**src/rtl/addsub_pkg.sv**
```systemverilog
// Shared types for the pipelined adder/subtractor.
// The result struct itself is declared inside the modules that carry it,
// because its sum width follows each instance's WIDTH parameter; the flag
// part is fixed-width and lives here.
package addsub_pkg;

    localparam int MAX_STAGES = 4;

    typedef enum logic {
        MODE_ADD = 1'b0,
        MODE_SUB = 1'b1
    } addsub_mode_e;

    typedef struct packed {
        logic carry;
        logic ovf;
        logic zero;
    } addsub_flags_t;

endpackage

```
**src/rtl/addsub_stage.sv**
```systemverilog
// One pipeline slot of the add/sub datapath: a valid bit plus the registered
// result {sum, carry, ovf, zero}. The parent decides when the slot may take
// new contents (ready_i); the slot then loads its upstream neighbour, or
// empties if that neighbour has nothing valid, which collapses bubbles.
module addsub_stage
    import addsub_pkg::*;
#(
    parameter int WIDTH = 32
) (
    input  logic              clk_i,
    input  logic              rst_n_i,
    input  logic              valid_i,
    input  logic              ready_i,
    input  logic [WIDTH-1:0]  sum_i,
    input  addsub_flags_t     flags_i,
    output logic              valid_o,
    output logic [WIDTH-1:0]  sum_o,
    output addsub_flags_t     flags_o
);

    typedef struct packed {
        logic [WIDTH-1:0] sum;
        addsub_flags_t    flags;
    } result_t;

    logic    valid_q, valid_d;
    result_t data_q, data_d;

    // Next-state: take upstream contents when allowed, otherwise hold.
    always_comb begin
        valid_d = valid_q;
        data_d  = data_q;
        if (ready_i) begin
            valid_d = valid_i;
            if (valid_i) begin
                data_d.sum   = sum_i;
                data_d.flags = flags_i;
            end
        end
    end

    // Slot register; reset empties the slot and zeroes the held result.
    always_ff @(posedge clk_i or negedge rst_n_i) begin
        if (!rst_n_i) begin
            valid_q <= 1'b0;
            data_q  <= '0;
        end else begin
            valid_q <= valid_d;
            data_q  <= data_d;
        end
    end

    assign valid_o = valid_q;
    assign sum_o   = data_q.sum;
    assign flags_o = data_q.flags;

endmodule

```
**src/rtl/addsub_pipe.sv**
```systemverilog
// Pipelined WIDTH-bit adder/subtractor with valid/ready on both sides and
// CARRY/OVF/ZERO flags. The arithmetic is combinational on the presented
// operands and is captured into stage 1; STAGES slots follow, so latency
// equals STAGES with no back-pressure and throughput is one op per cycle.
// Build option: define ADDSUB_SAT_EN to clamp overflowing results to the
// signed extreme (OVF still reports the overflow); otherwise SUM wraps.
module addsub_pipe
    import addsub_pkg::*;
#(
    parameter int WIDTH  = 32,
    parameter int STAGES = 2
) (
    input  logic             clk_i,
    input  logic             rst_n_i,
    input  logic             in_valid_i,
    output logic             in_ready_o,
    input  logic [WIDTH-1:0] a_i,
    input  logic [WIDTH-1:0] b_i,
    input  logic             mode_i,
    output logic             out_valid_o,
    input  logic             out_ready_i,
    output logic [WIDTH-1:0] sum_o,
    output logic             carry_o,
    output logic             ovf_o,
    output logic             zero_o
);

    if (STAGES < 1 || STAGES > MAX_STAGES) begin : g_bad_stages
        $error("addsub_pipe: STAGES out of range 1..%0d", MAX_STAGES);
    end
    if (WIDTH < 2) begin : g_bad_width
        $error("addsub_pipe: WIDTH must be at least 2");
    end

    logic             is_sub;
    logic [WIDTH-1:0] b_x;
    logic [WIDTH:0]   raw;
    logic [WIDTH-1:0] fe_sum;
    addsub_flags_t    fe_flags;

    // Index k is the input side of stage k; index k+1 is its output.
    logic [STAGES:0]  v_c;
    logic [STAGES:0]  rdy;
    logic [WIDTH-1:0] s_c [STAGES+1];
    addsub_flags_t    f_c [STAGES+1];

    // Front end: subtract is A + ~B + 1, so CARRY=1 means no borrow.
    always_comb begin
        is_sub         = (addsub_mode_e'(mode_i) == MODE_SUB);
        b_x            = b_i ^ {WIDTH{is_sub}};
        raw            = {1'b0, a_i} + {1'b0, b_x} + {{WIDTH{1'b0}}, is_sub};
        fe_sum         = raw[WIDTH-1:0];
        fe_flags.carry = raw[WIDTH];
        fe_flags.ovf   = (a_i[WIDTH-1] == b_x[WIDTH-1]) && (raw[WIDTH-1] != a_i[WIDTH-1]);
`ifdef ADDSUB_SAT_EN
        if (fe_flags.ovf) begin
            fe_sum = a_i[WIDTH-1] ? {1'b1, {(WIDTH-1){1'b0}}}
                                  : {1'b0, {(WIDTH-1){1'b1}}};
        end
`endif
        fe_flags.zero  = ~|fe_sum;
    end

    // Ready chain from the consumer backwards: a slot can take new data when
    // it is empty or its contents move on this cycle.
    always_comb begin
        rdy         = '0;
        rdy[STAGES] = out_ready_i;
        for (int k = STAGES - 1; k >= 0; k--) begin
            rdy[k] = !v_c[k+1] || rdy[k+1];
        end
    end

    assign v_c[0] = in_valid_i;
    assign s_c[0] = fe_sum;
    assign f_c[0] = fe_flags;

    for (genvar k = 0; k < STAGES; k++) begin : g_stage
        addsub_stage #(
            .WIDTH (WIDTH)
        ) u_stage (
            .clk_i   (clk_i),
            .rst_n_i (rst_n_i),
            .valid_i (v_c[k]),
            .ready_i (rdy[k]),
            .sum_i   (s_c[k]),
            .flags_i (f_c[k]),
            .valid_o (v_c[k+1]),
            .sum_o   (s_c[k+1]),
            .flags_o (f_c[k+1])
        );
    end

    assign in_ready_o  = rdy[0];
    assign out_valid_o = v_c[STAGES];
    assign sum_o       = s_c[STAGES];
    assign carry_o     = f_c[STAGES].carry;
    assign ovf_o       = f_c[STAGES].ovf;
    assign zero_o      = f_c[STAGES].zero;

endmodule

```
**config.mk**
```make
export PLATFORM = sky130hd
export DESIGN_NAME = addsub_pipe
export DESIGN_NICKNAME = d
export VERILOG_FILES = /design/src/rtl/addsub_pkg.sv /design/src/rtl/addsub_stage.sv /design/src/rtl/addsub_pipe.sv
export SDC_FILE = /design/constraint.sdc
export NUM_CORES = 1
export LEC_CHECK = 0
export BUFFER_PORTS_ARGS = -buffer_cell sky130_fd_sc_hd__clkbuf_2
export CORE_ASPECT_RATIO = 1.2
export CORE_UTILIZATION = 51
export CTS_BUF_LIST = sky130_fd_sc_hd__clkbuf_4 sky130_fd_sc_hd__clkbuf_8
export DETAILED_ROUTE_END_ITERATION = 8
export PLACE_DENSITY = 0.81
export RECOVER_POWER = 100
export SYNTH_ARGS = -nofsm -noshare
export SYNTH_HDL_FRONTEND = slang
export SYNTH_HIERARCHICAL = 1
export SYNTH_SLANG_ARGS = --single-unit
```
**constraint.sdc**
```tcl
create_clock -name clk_i -period 1.8 [get_ports clk_i]
set_clock_uncertainty 0.15 [all_clocks]
set_input_delay 0.18 -clock clk_i [delete_from_list [all_inputs] [get_ports clk_i]]
set_output_delay 0.18 -clock clk_i [all_outputs]
set_load 0.005 [all_outputs]
```
==> flow_summary_export.csv, run 1 <==
group,metric,value,unit
job,cap_violations,0,
clock_network,cts_max_level,3,
run_status,status,"complete, but fails checks",
timing,finalSetupViolCount,32,
drt,dr.pass1.iters,7,
synth,seq_area_frac_synth,0.357,
power,power_density,1150,nW/um2
drt,drt_iter0_drc,420,
worst_setup_path,cp-end-kind,"flop",
drt,wl_per_cell,25.6,um
worst_setup_path,arrival,3.89,ns
global_routing,met3_usage,0.0466,
synth,synth_area,5050,um2
synth,postSynthAreaPerCell,11.2,um2
clock_network,clk_latency,0.37,ns
clock_network,clk_pin_slew,0.07,ns
timing,maxSlewHeadroom,0.369,
timing,hold_violations,0,
power,p_seq_frac,0.296,
power,p_switching,3.51,mW
drt,drc,0,
global_routing,grt_max_degree,73,
drt,wl,22200,um
timing,drv_slew,0,
power,p_leak,4.07,nW
run_status,violations,"negative setup slack",
power,p_sw_frac,0.364,
synth,async_reset_ff_frac,1.00,
timing,post-route-period-util,2.11,
placement,dp_hpwl,10100,um
power,peakVddDrop,553,uV
placement,gp_congestion,0.881,
final_layout,postLayoutCellArea,8410,um2
final_layout,drive_gt1_frac,0.672,
final_layout,finalNetCount,840,
timing,tightest_slew,0.947,ns
global_routing,met1_usage,0.359,
synth,synth-edff-count,0,
synth,synthCells,450,
global_routing,busiest_layer,"met2",
power,clkPwrFrac,0.169,
synth,synth_nets,554,
timing,fin_crit,3.80,ns
clock_network,cts_buffers,9,
placement,placed_area,6760,um2
floorplanning,start_util,0.528,
worst_hold_path,holdCritPathClass,"input port to flop",
worst_setup_path,path_max_fanout,6,
floorplanning,die_area,10300,um2
final_layout,antennaDiodeCount,0,
placement,io_buffers,105,
synth,ys.flop_type,"dfrtp_1",
final_layout,nFillCells,407,
timing,rsz0062_at_grt,"yes",
power,internal_power,6.13,mW
timing,final.setup.tns,-33.30,ns
global_routing,grt_usage,0.319,
final_layout,synthToLayoutAreaGrowth,66.4,%
worst_setup_path,worst_setup_path_start_kind,"input port",
clock_network,cts_tree,"built",
clock_network,cts_root_buf,"clkbuf_8",
synth,synth_cell_type_count,58,
power,p_total,9.64,mW
global_routing,grt_pass1_wl,25400,um
synth,yosys_register_bits,72,
clock_network,cts.sinks,72,
floorplanning,dieWidth,92.9,um
global_routing,antenna_found_initial,0,
worst_setup_path,worstSetupPathType,"input port to flop",
drt,vias_per_cell,6.33,
global_routing,grt_overflow_total,0,
floorplanning,io_pins,106,
global_routing,grt_pass1_vias,5121,
power,p_comb_frac,0.535,
worst_setup_path,crit_required,1.89,ns
floorplanning,core_area,9560,um2
floorplanning,fp.dieH,111,um
clock_network,cts_buffer_depth,2,
drt,vias,5468,
floorplanning,rows,39,
synth,ys_warn_count,6,
timing,clock.fmax,0.264,GHz
global_routing,gr-usage-met2,0.561,
timing,setup_slack,-2.00,ns
drt,antenna_left,0,
==> what timing repair did <==
action / in CTS / in global routing
setup buffers: 23 / 40
resized for setup: 93 / 116
hold endpoints to repair: 72 / 0
hold buffers: 1 / 0
gates cloned: 0 / 0
pin swaps: 50 / 60
endpoints found under the setup margin: 32 / 32
==> Yosys cell counts, types with 7 or more instances <==
cell type	number	area share
dfrtp_1	72	0.36
xor2_1	42	0.073
nand2_1	28	0.021
mux2_4	58	0.17
a21oi_1	31	0.031
mux2_2	12	0.027
inv_1	16	0.012
a21o_1	7	0.010
ha_1	34	0.084
nor2_1	16	0.012
xnor2_1	18	0.031
o21ai_0	21	0.021
==> flip-flops by register name, indices dropped and copies added (netlist names) <==
signal                   count
g_stage.u_stage/flags_o      6
g_stage.u_stage/sum_o       64
g_stage.u_stage/valid_o      2
==> power groups by stage <==
stage	Combinational (mW)	Sequential [mW]	Clock, mW
CTS	4.15	2.79	1.59
finish	5.16	2.86	1.63
global placement	3.58	2.75	0
global route	5.33	2.89	1.71
detailed placement	3.74	2.81	0
floorplan	2.12	2.68	0
==> kinds of logic (layout without fill, tap and decap cells) <==
kind of cell,Yosys count,count (layout),synth area share
mux,72,72,0.204
simple gates,85,85,0.0896
fa+ha+maj,35,35,0.0882
compound gates,98,98,0.128
buf+inv,28,319,0.0297
xor+xnor,60,60,0.104
flops,72,72,0.357
==> stage by stage <==
stage                      util  hold slack, ns  std cells  setup slack [ns]
after floorplan               -          -0.266        450             -1.73
after global placement    0.706          0.0793        797             -1.94
after global routing      0.879          0.0422        864             -1.98
final                     0.879          0.0145        864             -2.00
after detailed placement  0.706          0.0857        797             -2.03
after CTS                 0.798          0.0484        836             -1.61
==> area by class of cell <==
type,count,area [um2],share of cell area
Inverter,16,60.1,0.00714
Tap cell,123,154,0.0183
Clock inverter,5,104,0.0123
Clock buffer,11,145,0.0173
Sequential cell,72,1800,0.214
Timing Repair Buffer,287,2080,0.248
Multi-Input combinational cell,350,4060,0.483
==> routing by layer <==
| metal | wire [um] | vias up |
|---|---|---|
| li1 | - | 2194 |
| met1 | 7610 | 2689 |
| met2 | 10900 | 396 |
| met3 | 1570 | 189 |
| met4 | 2070 | 0 |
| met5 | 0 | - |
==> worst paths after layout <==
check                                                              from                                         to  slack [ns]  depth (start not counted)
worst max-delay path                                             mode_i  g_stage[0].u_stage/flags_o[0]$_DFFE_PN0P_       -2.00                         20
min in group asynchronous                                       rst_n_i   g_stage[0].u_stage/sum_o[16]$_DFFE_PN0P_        0.43                          3
worst max register to register   g_stage[1].u_stage/valid_o$_DFFE_PN0P_    g_stage[0].u_stage/sum_o[2]$_DFFE_PN0P_        0.04                          4
worst min register to register  g_stage[1].u_stage/sum_o[5]$_DFFE_PN0P_    g_stage[1].u_stage/sum_o[5]$_DFFE_PN0P_        0.36                          1
max in group asynchronous                                       rst_n_i  g_stage[0].u_stage/flags_o[2]$_DFFE_PN0P_        0.44                          3
worst min-delay path                                        out_ready_i     g_stage[1].u_stage/valid_o$_DFFE_PN0P_        0.01                          3
==> worst max-delay path, cell delays in order <==
cell and delay [ns]:
clkbuf_16 0.14, buf_8 0.13, buf_12 0.14, buf_12 0.14, xor2_4 0.15, ha_4 0.30
buf_6 0.10, buf_6 0.11, nand4_1 0.13, buf_4 0.17, o211ai_1 0.16, a21boi_1 0.15
a311oi_2 0.37, o21ai_2 0.14, nor4b_4 0.16, nor4_2 0.47, nand4bb_1 0.22, nor4_1 0.06
and4b_1 0.19, mux2_4 0.28
==> layout by cell type, fill, tap and decap left out, drive strengths merged, types with 4 or more instances in the layout <==
cell type,instances
clkbuf,116
xnor2,18
nor3,6
inv,16
nand4,5
o211ai,7
dfrtp,72
a21o,7
mux2,70
xor2,42
ha,34
buf,181
o21ai,23
nor2,16
nand2,30
a211oi,5
o21bai,4
a21oi,34
(Power assumes the default switching activity.)
==> inputs of run 2 (changes only) <==
- CTS_BUF_LIST: sky130_fd_sc_hd__clkbuf_4 sky130_fd_sc_hd__clkbuf_8 -> sky130_fd_sc_hd__clkbuf_8
==> run 2 against run 1 <==
  * The flow still finishes with violations (negative setup slack)
  * First-iteration DRC count shrank 5.7%
  * Count of clock-buffer cells in the layout is 1 lower
  * Non-clock buffer count did not move
  * Worst setup slack got worse by 0.037 ns
  * Clock power about the same
  * Power shrank 0.37%
  * Critical path depth did not move
  * Worst hold slack got worse by 0.0057 ns
  * Die area did not move
  * Global-route usage unchanged
  * Critical path type unchanged
  * Largest power group unchanged
==> flow_summary_export.csv, run 2 (synthesized netlist as in run 1, its figures left out) <==
group,metric,value,unit
run_status,status,"complete, but fails checks",
run_status,violations,"negative setup slack",
global_routing,grt_usage,0.319,
placement,dp_hpwl,10100,um
drt,drc,0,
job,cap_violations,0,
timing,clock.fmax,0.261,GHz
timing,finalSetupViolCount,32,
global_routing,antenna_found_initial,0,
drt,antenna_left,0,
drt,drt_iter0_drc,396,
power,p_leak,4.07,nW
global_routing,grt_max_degree,73,
clock_network,cts_root_buf,"clkbuf_8",
timing,fin_crit,3.83,ns
worst_hold_path,holdCritPathClass,"input port to flop",
global_routing,grt_overflow_total,0,
floorplanning,dieWidth,92.9,um
worst_setup_path,crit_required,1.90,ns
final_layout,final_cell_mix,"buf_4, clkbuf_2, dfrtp_1, mux2_4, buf_6",
clock_network,cts_tree,"built",
worst_setup_path,path_max_fanout,6,
timing,final.setup.tns,-33.24,ns
clock_network,cts.sinks,72,
floorplanning,fp.dieH,111,um
clock_network,cts_buffers,9,
drt,vias_per_cell,6.27,
clock_network,clk_latency,0.37,ns
drt,dr.pass1.iters,5,
worst_setup_path,path_delay_family,"simple AND/OR/NAND/NOR gates",
final_layout,nFillCells,403,
worst_setup_path,max_stage_delay,0.48,ns
floorplanning,io_pins,106,
power,power_density,1140,nW/um2
final_layout,finish.utilization,0.879,
floorplanning,core_area,9560,um2
final_layout,finalNetCount,840,
final_layout,synthToLayoutAreaGrowth,66.4,%
floorplanning,start_util,0.528,
timing,setup_slack,-2.03,ns
final_layout,largest_register_ff_count,64,
floorplanning,rows,39,
worst_setup_path,arrival,3.93,ns
floorplanning,die_area,10300,um2
clock_network,cts_buffer_depth,2,
power,p_total,9.60,mW
placement,gp_congestion,0.881,
clock_network,cts_max_level,3,
timing,rsz0062_at_grt,"yes",
worst_setup_path,crit_chain,"clkbuf_16, buf_8, buf_12, buf_12, xor2_4, ha_4, buf_6, buf_6, nand4_1, buf_4, o211ai_1, a21boi_1, a311oi_2, o21ai_2, nor4b_4, nor4_2, nand4bb_1, nor4_1, and4b_1, mux2_4",
timing,maxSlewHeadroom,0.362,
worst_setup_path,slowest_stage,"nor4_2",
worst_setup_path,path_buf_inv,7,
clock_network,clk_pin_slew,0.07,ns
placement,io_buffers,105,
placement,pre_cts_slack,-2.03,ns
worst_setup_path,cp-end-kind,"flop",
timing,tightest_slew,0.957,ns
timing,post-route-period-util,2.13,
drt,vias,5418,
worst_setup_path,worst_setup_path_start_kind,"input port",
worst_setup_path,worstSetupPathType,"input port to flop",
global_routing,grt_pass1_vias,5121,
final_layout,final_common_cell,"buf_4",
drt,wl,22100,um
final_layout,antennaDiodeCount,0,
timing,hold_violations,0,
power,peakVddDrop,561,uV
final_layout,drive_gt1_frac,0.671,
global_routing,grt_pass1_wl,25400,um
timing,drv_slew,0,
drt,wl_per_cell,25.5,um
[run 2: cell types whose count changed in the layout (fill, tap and decap cells not counted)]
cell	delta
clkbuf_4	-1
inv_1	+1
[run 2: final timing paths]
kind,start,to,slack (ns),depth (start not counted)
min in group asynchronous,rst_n_i,g_stage[0].u_stage/sum_o[16]$_DFFE_PN0P_,0.44,3
max in group asynchronous,rst_n_i,g_stage[0].u_stage/valid_o$_DFFE_PN0P_,0.43,3
max reg2reg,g_stage[1].u_stage/valid_o$_DFFE_PN0P_,g_stage[0].u_stage/sum_o[2]$_DFFE_PN0P_,0.04,4
min,out_ready_i,g_stage[1].u_stage/valid_o$_DFFE_PN0P_,0.009,3
min reg2reg,g_stage[0].u_stage/sum_o[29]$_DFFE_PN0P_,g_stage[0].u_stage/sum_o[29]$_DFFE_PN0P_,0.36,1
max,mode_i,g_stage[0].u_stage/flags_o[0]$_DFFE_PN0P_,-2.03,20
[run 2: worst register-to-register path: stages (launching register included)]
cell and delay, ns:
dfrtp_1 0.39, nand3b_1 0.17, nand2_4 0.21, buf_6 0.32, mux2_1 0.39
[run 2: repair_timing]
item / 4_1_cts / 5_1_grt
buffers inserted: 23 / 40
pin swaps: 50 / 60
endpoints found under the hold margin: 72 / 0
setup endpoints to repair: 32 / 32
gates resized for setup: 93 / 116
hold buffers: 1 / 0
[run 2: metrics by stage]
| step | cell area [um2] | std cells | hold WS [ns] |
|---|---|---|---|
| after floorplan | 5180 | 450 | -0.266 |
| after global routing | 8410 | 864 | 0.0444 |
| after global placement | 6760 | 797 | 0.0793 |
| final | 8410 | 864 | 0.00886 |
| after CTS | 7630 | 836 | 0.0484 |
| after detailed placement | 6760 | 797 | 0.0857 |
[run 2: routing by layer]
layer  vias to the layer above  global-route usage  part of all wire
li1                       2183                   -                 -
met1                      2635               0.359              0.34
met2                       404               0.561              0.49
met3                       196              0.0466             0.076
met4                         0               0.191             0.096
met5                         -                   0                 0
[run 2: power by group]
part           internal (mW)  switching (mW)  total [mW]  leakage [nW]
logic                   2.84            2.31        5.15          3.10
registers               2.31           0.548        2.86         0.850
clock network          0.954           0.644        1.60         0.128
total                   6.11            3.50        9.60          4.07
[run 2: cell type report]
type                       instances  area [um2]  share of cell area
tap                              123         154              0.0183
clock buffer                      10         138              0.0164
sequential                        72        1800               0.214
timing repair buffer             287        2080               0.248
multi-input combinational        350        4060               0.483
inverter                          16        60.1             0.00714
clock inverter                     6         108              0.0128
==> inputs of run 3 (changes only) <==
- HOLD_SLACK_MARGIN: default -> 0.06
==> run 3 against run 2 <==
  * The flow still finishes with violations (negative setup slack)
  * Worst hold slack improved by 0.0053 ns
  * Design area up 0.13%
  * Largest cell class unchanged
  * Sequential share of layout area hardly changed
  * Clock power about the same
  * Utilization is 0.12 points higher
  * Combinational power hardly changed
  * Fmax is essentially flat
  * Sequential power is essentially flat
  * Die area did not move
  * Power hardly changed
  * Critical endpoint unchanged
==> flow_summary_export.csv, run 3 (synthesized netlist as in run 1, its figures left out) <==
group,metric,value,unit
floorplanning,fp.dieH,111,um
clock_network,cts.sinks,72,
worst_setup_path,r2r_cells,4,
final_layout,nFillCells,400,
worst_setup_path,arrival,3.92,ns
clock_network,cts_max_level,3,
worst_setup_path,cp-end-kind,"flop",
timing,fin_crit,3.83,ns
placement,dp.cells,797,
placement,gp_congestion,0.881,
timing,drv_slew,0,
worst_setup_path,startpoint,"mode_i",
clock_network,cts_tree,"built",
power,p_leak,4.08,nW
drt,drc,0,
drt,wl,22000,um
global_routing,met3_usage,0.0466,
clock_network,cts_buffers,9,
worst_setup_path,path_max_fanout,6,
final_layout,finalNetCount,841,
final_layout,stdcell_count,865,
final_layout,drive_gt1_frac,0.671,
timing,final.setup.tns,-33.46,ns
floorplanning,io_pins,106,
global_routing,antenna_found_initial,0,
timing,maxSlewHeadroom,0.360,
placement,pre_cts_slack,-2.03,ns
global_routing,met1_usage,0.359,
timing,tightest_slew,0.960,ns
timing,rsz0062_at_grt,"yes",
power,peakVddDrop,560,uV
power,power_density,1140,nW/um2
global_routing,grt_usage,0.319,
drt,drt_iter0_drc,419,
floorplanning,die_area,10300,um2
worst_setup_path,worstSetupPathType,"input port to flop",
final_layout,synthToLayoutAreaGrowth,66.6,%
worst_setup_path,worst_setup_path_start_kind,"input port",
final_layout,final_cell_mix,"buf_4, clkbuf_2, dfrtp_1, mux2_4, buf_6",
timing,hold_violations,0,
global_routing,gr-usage-met2,0.560,
final_layout,largest_register_ff_count,64,
run_status,status,"complete, but fails checks",
clock_network,clk_latency,0.37,ns
final_layout,finish.utilization,0.880,
global_routing,busiest_layer,"met2",
timing,post-route-period-util,2.13,
job,cap_violations,0,
final_layout,final_common_cell,"buf_4",
clock_network,clk_pin_slew,0.07,ns
global_routing,grt_pass1_wl,25400,um
placement,io_buffers,105,
drt,dr.pass1.iters,5,
floorplanning,start_util,0.528,
timing,clock.fmax,0.261,GHz
final_layout,antennaDiodeCount,0,
worst_setup_path,reg2reg_to,"g_stage[0].u_stage/sum_o[2]$_DFFE_PN0P_",
timing,setup_slack,-2.03,ns
clock_network,cts_root_buf,"clkbuf_8",
worst_hold_path,holdPathEnd,"g_stage[1].u_stage/valid_o$_DFFE_PN0P_",
drt,vias,5419,
worst_hold_path,holdCritPathClass,"input port to flop",
worst_setup_path,r2r_start,"g_stage[1].u_stage/valid_o$_DFFE_PN0P_",
drt,wl_per_cell,25.4,um
worst_setup_path,crit_required,1.89,ns
worst_setup_path,ff2ff_setup_slack,0.04,ns
global_routing,grt_overflow_total,0,
drt,vias_per_cell,6.26,
worst_hold_path,hold_depth,3,
global_routing,grt_pass1_vias,5118,
floorplanning,dieWidth,92.9,um
drt,antenna_left,0,
global_routing,grt_max_degree,73,
placement,dp_hpwl,10100,um
floorplanning,rows,39,
timing,finalSetupViolCount,32,
run_status,violations,"negative setup slack",
floorplanning,core_area,9560,um2
clock_network,cts_buffer_depth,2,
worst_hold_path,hp-start,"out_ready_i",
==> run 3: routing by layer <==
| layer | vias up | routed length, um |
|---|---|---|
| li1 | 2177 | - |
| met1 | 2641 | 7380 |
| met2 | 411 | 10900 |
| met3 | 190 | 1650 |
| met4 | 0 | 2040 |
| met5 | - | 0 |
==> run 3: final cells by class <==
| type | instances | area [um2] | area share |
|---|---|---|---|
| sequential | 72 | 1800 | 0.214 |
| clock inverter | 6 | 108 | 0.0128 |
| clock buffer | 10 | 138 | 0.0164 |
| inverter | 16 | 60.1 | 0.00714 |
| multi-input combinational | 350 | 4060 | 0.482 |
| tap | 123 | 154 | 0.0183 |
| timing repair buffer | 288 | 2100 | 0.249 |
==> run 3: what timing repair did <==
item / in CTS / in global routing
hold buffers: 2 / 0
resized for setup: 93 / 116
pin swaps: 50 / 60
gates cloned: 0 / 0
hold endpoints to repair: 73 / 0
setup buffers: 23 / 40
endpoints found under the setup margin: 32 / 32
==> run 3: critical path, cell delays in order <==
cell and delay (ns):
clkbuf_16 0.14, buf_8 0.13, buf_12 0.14, buf_12 0.14, xor2_4 0.15, ha_4 0.30
buf_6 0.10, buf_6 0.11, nand4_1 0.13, buf_4 0.17, o211ai_1 0.16, a21boi_1 0.15
a311oi_2 0.38, o21ai_2 0.14, nor4b_4 0.16, nor4_2 0.47, nand4bb_1 0.22, nor4_1 0.06
and4b_1 0.20, mux2_4 0.29
==> run 3: power breakdown <==
group / internal (mW) / switching, mW
logic: 2.85 / 2.30
clock network: 0.953 / 0.641
registers: 2.31 / 0.546
==> run 3: how the worst max path moves through the flow <==
stage | endpoint | cells after the start
after floorplan | g_stage[0].u_stage/flags_o[0]$_DFFE_PN0P_ | 15
after global routing | g_stage[0].u_stage/flags_o[0]$_DFFE_PN0P_ | 18
after CTS | g_stage[0].u_stage/flags_o[0]$_DFFE_PN0P_ | 15
after detailed placement | g_stage[0].u_stage/flags_o[0]$_DFFE_PN0P_ | 15
final | g_stage[0].u_stage/flags_o[0]$_DFFE_PN0P_ | 20
after global placement | g_stage[0].u_stage/flags_o[0]$_DFFE_PN0P_ | 16
==> run 3: through the flow <==
| step | power, mW | hold slack, ns | cell area (um2) |
|---|---|---|---|
| 2_1_floorplan | 4.79 | -0.266 | 5180 |
| 3_3_place_gp | 6.33 | 0.0793 | 6760 |
| 3_5_place_dp | 6.55 | 0.0857 | 6760 |
| 4_1_cts | 8.52 | 0.0736 | 7640 |
| 5_1_grt | 9.90 | 0.0444 | 8420 |
| 6_report | 9.59 | 0.0142 | 8420 |
